File: config.mk
export PLATFORM = sky130hd
export DESIGN_NAME = valve_driver
export DESIGN_NICKNAME = d
export VERILOG_FILES = /design/src/rtl/valve_driver.sv
export SDC_FILE = /design/constraint.sdc
export NUM_CORES = 1
export LEC_CHECK = 0
export CORE_MARGIN = 2
export CORE_UTILIZATION = 60
export CTS_CLUSTER_DIAMETER = 60
export DETAILED_ROUTE_END_ITERATION = 7
export PLACE_DENSITY = 0.8
export SYNTH_ARGS = -nofsm -noshare
export SYNTH_HDL_FRONTEND = slang
export SYNTH_SLANG_ARGS = --single-unit
File: constraint.sdc
create_clock -name clk -period 3.45 [get_ports clk]
set_clock_uncertainty 0.05 [all_clocks]
set_input_delay 0.69 -clock clk [delete_from_list [all_inputs] [get_ports clk]]
set_output_delay 0.69 -clock clk [all_outputs]
set_load 0.005 [all_outputs]
File: src/rtl/valve_driver.sv
// valve_driver: turns level commands for four latching solenoid valves into
// timed open/close drive pulses on a single shared H-bridge.
//
// Ports:
//   clk          system clock
//   reset        synchronous, active-high reset
//   R1[1:0]      zone-1 command: R1[1] = valve0, R1[0] = valve1
//   R2[1:0]      zone-2 command: R2[1] = valve2, R2[0] = valve3
//   E[1:0]       controller status: 2'b01 normal, anything else is a fault
//   open_pulse   per-valve open drive pulse
//   close_pulse  per-valve close drive pulse
//   valve_on     valve is in OPEN
//   timeout      sticky per-valve watchdog flag
//   fault_active registered fault indication
//   busy         a pulse is running or some valve has a pending request
module valve_driver #(
  parameter int unsigned PULSE_CYC  = 4,
  parameter int unsigned MIN_ON_CYC = 8,
  parameter int unsigned MAX_ON_CYC = 1000,
  parameter int unsigned CW         = 16
) (
  input  logic       clk,
  input  logic       reset,
  input  logic [1:0] R1,
  input  logic [1:0] R2,
  input  logic [1:0] E,
  output logic [3:0] open_pulse,
  output logic [3:0] close_pulse,
  output logic [3:0] valve_on,
  output logic [3:0] timeout,
  output logic       fault_active,
  output logic       busy
);

  localparam int unsigned NV = 4;
  localparam int unsigned PW = (PULSE_CYC > 1) ? $clog2(PULSE_CYC) : 1;
  localparam logic [PW-1:0] PULSE_LOAD = PW'(PULSE_CYC - 1);
  localparam logic [CW-1:0] MIN_ON     = CW'(MIN_ON_CYC);
  localparam logic [CW-1:0] MAX_ON     = CW'(MAX_ON_CYC);

  typedef enum logic [2:0] {
    HOME    = 3'd0,
    CLOSED  = 3'd1,
    OPENING = 3'd2,
    OPEN    = 3'd3,
    CLOSING = 3'd4
  } vstate_t;

  vstate_t       state_q  [NV];
  vstate_t       state_d  [NV];
  logic [CW-1:0] on_cnt_q [NV];
  logic [CW-1:0] on_cnt_d [NV];
  logic [PW-1:0] pcnt_q, pcnt_d;
  logic [NV-1:0] cmd_q, cmd_d;
  logic          fault_q, fault_d;
  logic [NV-1:0] timeout_d;
  logic [NV-1:0] open_req_c, close_req_c, grant_c;
  logic          pulse_active_c;
  logic [NV-1:0] open_pulse_d, close_pulse_d, valve_on_d;
  logic          busy_d;

  // Request decode for one valve: returns {close_req, open_req}.
  function automatic logic [1:0] req_of(vstate_t st, logic cmd, logic flt,
                                        logic to, logic [CW-1:0] cnt);
    logic want;
    logic opn;
    logic cls;
    want = cmd & ~flt & ~to;
    opn  = (st == CLOSED) & want;
    cls  = (st == HOME) |
           ((st == OPEN) & (flt | (cnt >= MAX_ON) | (~want & (cnt >= MIN_ON))));
    return {cls, opn};
  endfunction

  assign fault_active = fault_q;

  // Next-state, arbitration and next-output logic.
  always_comb begin
    logic [1:0] nreq;
    nreq           = '0;
    cmd_d          = {R2[0], R2[1], R1[0], R1[1]};
    fault_d        = (E != 2'b01);
    pcnt_d         = pcnt_q;
    timeout_d      = timeout;
    grant_c        = '0;
    open_req_c     = '0;
    close_req_c    = '0;
    pulse_active_c = 1'b0;
    open_pulse_d   = '0;
    close_pulse_d  = '0;
    valve_on_d     = '0;
    busy_d         = 1'b0;

    for (int i = 0; i < NV; i++) begin
      state_d[i]  = state_q[i];
      on_cnt_d[i] = '0;
      {close_req_c[i], open_req_c[i]} =
        req_of(state_q[i], cmd_q[i], fault_q, timeout[i], on_cnt_q[i]);
      if (state_q[i] == OPENING || state_q[i] == CLOSING) pulse_active_c = 1'b1;
    end

    // Single grant while the bridge is idle: closes first, lowest index first.
    if (!pulse_active_c) begin
      if (|close_req_c) grant_c = close_req_c & (~close_req_c + NV'(1));
      else              grant_c = open_req_c & (~open_req_c + NV'(1));
    end

    if (pulse_active_c && (pcnt_q != '0)) pcnt_d = pcnt_q - PW'(1);

    for (int i = 0; i < NV; i++) begin
      // Close requests exist only in HOME/OPEN, open requests only in CLOSED.
      case (state_q[i])
        HOME, OPEN: begin
          if (grant_c[i]) begin
            state_d[i] = CLOSING;
            pcnt_d     = PULSE_LOAD;
          end
        end
        CLOSED: begin
          if (grant_c[i]) begin
            state_d[i] = OPENING;
            pcnt_d     = PULSE_LOAD;
          end
        end
        OPENING: if (pcnt_q == '0) state_d[i] = OPEN;
        CLOSING: if (pcnt_q == '0) state_d[i] = CLOSED;
        default: state_d[i] = HOME;
      endcase

      // On-time counts only while staying in OPEN; entry clears it.
      if (state_q[i] == OPEN && state_d[i] == OPEN) begin
        on_cnt_d[i] = (on_cnt_q[i] >= MAX_ON) ? MAX_ON : on_cnt_q[i] + CW'(1);
        if (on_cnt_d[i] == MAX_ON) timeout_d[i] = 1'b1;
      end
      if (state_q[i] == CLOSED && !cmd_q[i]) timeout_d[i] = 1'b0;

      open_pulse_d[i]  = (state_d[i] == OPENING);
      close_pulse_d[i] = (state_d[i] == CLOSING);
      valve_on_d[i]    = (state_d[i] == OPEN);
      nreq   = req_of(state_d[i], cmd_d[i], fault_d, timeout_d[i], on_cnt_d[i]);
      busy_d = busy_d | (|nreq) | open_pulse_d[i] | close_pulse_d[i];
    end
  end

  // State, counters and registered outputs.
  always_ff @(posedge clk) begin
    if (reset) begin
      for (int i = 0; i < NV; i++) begin
        state_q[i]  <= HOME;
        on_cnt_q[i] <= '0;
      end
      pcnt_q      <= '0;
      cmd_q       <= '0;
      fault_q     <= 1'b0;
      timeout     <= '0;
      open_pulse  <= '0;
      close_pulse <= '0;
      valve_on    <= '0;
      busy        <= 1'b0;
    end else begin
      for (int i = 0; i < NV; i++) begin
        state_q[i]  <= state_d[i];
        on_cnt_q[i] <= on_cnt_d[i];
      end
      pcnt_q      <= pcnt_d;
      cmd_q       <= cmd_d;
      fault_q     <= fault_d;
      timeout     <= timeout_d;
      open_pulse  <= open_pulse_d;
      close_pulse <= close_pulse_d;
      valve_on    <= valve_on_d;
      busy        <= busy_d;
    end
  end

endmodule

==> impl_metrics.py <==
metrics = {
    "drt": {
        "post_drt_wl_per_cell_um": 14.7,
        "m1WireLength_mm": 5.00,
        "wl_met2_mm": 5.58,
        "dr.pass1.iters": 5,
        "vias_per_cell": 5.94,
        "wirelength_mm": 11.3,
        "drt_iter0_markers": 252,
        "vias": 4542,
        "drc": 0,
        "top_layer": "met4",
        "ant_nets": 0,
        "wl_met3_um": 470,
    },
    "logic_synthesis": {
        "seq_area_frac_synth_pct": 39.0,
        "netlist_area_um2": 5130,
        "synthDistinctLibCells": 75,
        "synth_ff_type": "dfxtp_1",
        "synthCells": 620,
        "yosysWarnings": 0,
        "syn_area_per_cell_um2": 8.27,
        "ys_async_sr_fraction_pct": 0,
        "synth_edf_count": 0,
        "ys_seq_elements": 100,
    },
    "layout": {
        "areaGrowthSynthToFinish_pct": 11.3,
        "finalNonFillerCells": 765,
        "seqCellArea_um2": 2000,
        "fillers": 690,
        "drive_gt1_share_pct": 7.58,
        "final_area_um2": 5710,
        "final_nets": 673,
        "diodes": 0,
        "post-route-util_pct": 69.2,
        "multi_input_area_um2": 2950,
    },
    "grt": {
        "grt_usage_pct": 25.0,
        "grt_max_degree": 22,
        "grt-ovfl-total": 0,
        "grt_pass1_wl_mm": 18.3,
        "grt_pass1_vias": 4090,
        "antenna_found_initial": 0,
    },
    "setup_path": {
        "cp_data_required_time_ns": 3.64,
        "cp_top_family": "simple AND/OR/NAND/NOR gates",
        "r2r_cells": 9,
        "cp_max_fo": 13,
        "crit_type": "reg2reg",
        "startpoint": "state_q[2][0]",
        "worst_path_largest_cell_delay_ns": 0.64,
        "startpoint_type": "register",
        "r2r-start": "state_q[2][0]",
        "cp_slowest_cell": "or4b_2",
        "end_kind": "register",
        "path_buf_inv": 0,
        "path_depth": 9,
        "r2r_slack_ns": 0.23,
        "critPathArrivalTime_ns": 3.41,
        "worstPathCellList": "nand2b_1, or3_1, or4b_2, o311a_2, o21ai_1, nor3_1, nor4_1, nor4b_2, a41oi_1",
    },
    "cts": {
        "htreeDepth": 3,
        "clock_latency_ns": 0.37,
        "clkSinkCount": 100,
        "clk_pin_slew_ns": 0.09,
        "cts_tree": "built",
        "cts-root-buf": "clkbuf_8",
        "cts_inserted_buffers": 9,
        "ctsLongestPathBuffers": 2,
    },
    "floorplan": {
        "die_area_um2": 9300,
        "design.core.area_um2": 8260,
        "die_w_um": 96.5,
        "pin_count": 26,
        "start_util_pct": 62.1,
        "row_count": 33,
        "die_h_um": 96.5,
    },
    "sta": {
        "maxSlewViolCount": 0,
        "setup_viol": 0,
        "tightest_slew_ns": 0.557,
        "relSlewSlack_pct": 61.9,
        "final.setup.tns_ns": 0,
        "max_freq_mhz": 311,
        "whs_ns": 0.425,
        "period_share_pct": 93.2,
        "min_period_ns": 3.22,
        "finalHoldViolCount": 0,
        "grt_setup_unrepaired": "false",
        "fin_ws_ns": 0.233,
    },
    "worst_hold_path": {
        "min_path_type": "reg2reg",
        "worstHoldStart": "on_cnt_q[2][0]",
        "worstHoldPathCells": 1,
    },
    "placement": {
        "routabilityCongestion": 0.974,
        "place_area_um2": 5500,
        "dp_slack_ns": 0.246,
        "port_buffers": 25,
        "placedCellCount": 747,
        "dp_hpwl_mm": 8.20,
    },
    "run": {
        "maxCapViolCount": 0,
    },
    "power": {
        "max-vdd-ir-drop_v": 0.000265,
        "power_mw": 2.42,
        "cellLeakagePower_nw": 2.09,
        "p_per_area_nw_per_um2": 424,
    },
    "status": {
        "status": "finished, final reports clean",
    },
}
worst paths after layout:
kind	endpoint
worst max-delay path	busy
worst min-delay path	on_cnt_q[2][0]
worst max register to register	busy
worst min register to register	on_cnt_q[2][0]
synthesized netlist by cell type (all sizes together) (3+ instances only):
master | count | area (µm²)
o21ai | 21 | 109
dfxtp | 100 | 2000
nor4b | 5 | 43.8
nor3 | 27 | 146
nor4 | 12 | 93.8
a211oi | 8 | 65.1
or3b | 4 | 35.0
clkbuf | 19 | 75.1
xor2 | 9 | 78.8
o22ai | 3 | 18.8
a21o | 4 | 30.0
a311oi | 4 | 35.0
a211o | 3 | 26.3
a22oi | 3 | 22.5
or2 | 8 | 50.1
a2111oi | 6 | 77.6
nand3 | 21 | 110
nand2b | 16 | 100
and4 | 4 | 35.0
nand2 | 45 | 169
a31oi | 6 | 37.5
a21boi | 3 | 22.5
o211ai | 6 | 45.0
xnor2 | 21 | 184
nand3b | 5 | 37.5
nor2 | 78 | 293
a21oi | 36 | 180
o21ba | 3 | 30.0
nor2b | 13 | 81.3
buf | 16 | 91.3
nand4 | 12 | 75.1
and3 | 10 | 62.6
and2 | 3 | 18.8
inv | 28 | 105
or3 | 7 | 43.8
mux2i | 6 | 60.1
ha | 9 | 113
o31ai | 4 | 30.0
nor3b | 3 | 22.5
cell type report:
type                       count  share of cell area, %
clock buffer                  13                   2.61
inverter                      28                   1.84
sequential                   100                   35.1
tap                          105                   2.30
multi-input combinational    480                   51.6
timing repair buffer          37                   5.96
clock inverter                 2                  0.613
sequential cells by signal (all words and copies together) (netlist names):
| name | cells |
|---|---|
| fault_active | 1 |
| valve_on | 4 |
| busy | 1 |
| timeout | 4 |
| cmd_q | 4 |
| close_pulse | 4 |
| state_q | 12 |
| on_cnt_q | 64 |
| open_pulse | 4 |
| pcnt_q | 2 |
routing by layer:
layer	up-vias	GRT usage [%]
li1	2259	-
met1	2139	32.0
met2	119	41.6
met3	25	4.89
met4	0	10.1
met5	-	0
layout by cell type (no fill, tap or decap), types with 10 or more instances in the layout:
cell type,count
a21oi_1,36
and3_1,10
buf_4,12
clkbuf_8,10
clkdlybuf4s50_1,25
conb_1,24
dfxtp_1,100
inv_1,28
nand2_1,45
nand2b_1,16
nand3_1,20
nand4_1,12
nor2_1,78
nor2b_1,13
nor3_1,26
o21ai_0,19
xnor2_1,21
power by group:
group / leakage, nW / switching [mW] / total (mW) / internal [mW]
registers: 0.818 / 0.0539 / 1.27 / 1.21
logic: 1.17 / 0.247 / 0.435 / 0.189
clock network: 0.0935 / 0.371 / 0.723 / 0.351
cells by family after synthesis:
family          synth area share [%]
simple gates                    28.8
compound gates                  18.3
flops                           39.0
buf+inv                         5.29
xor+xnor                        5.12
fa+ha+maj                       2.20
mux                             1.17
other cells                   0.0731
what timing repair did:
item	in CTS	in global routing
resized for setup	0	1
buffers inserted	0	3
hold buffers	0	0
endpoints found under the setup margin	0	1
Power figures use the tool's default switching activity.
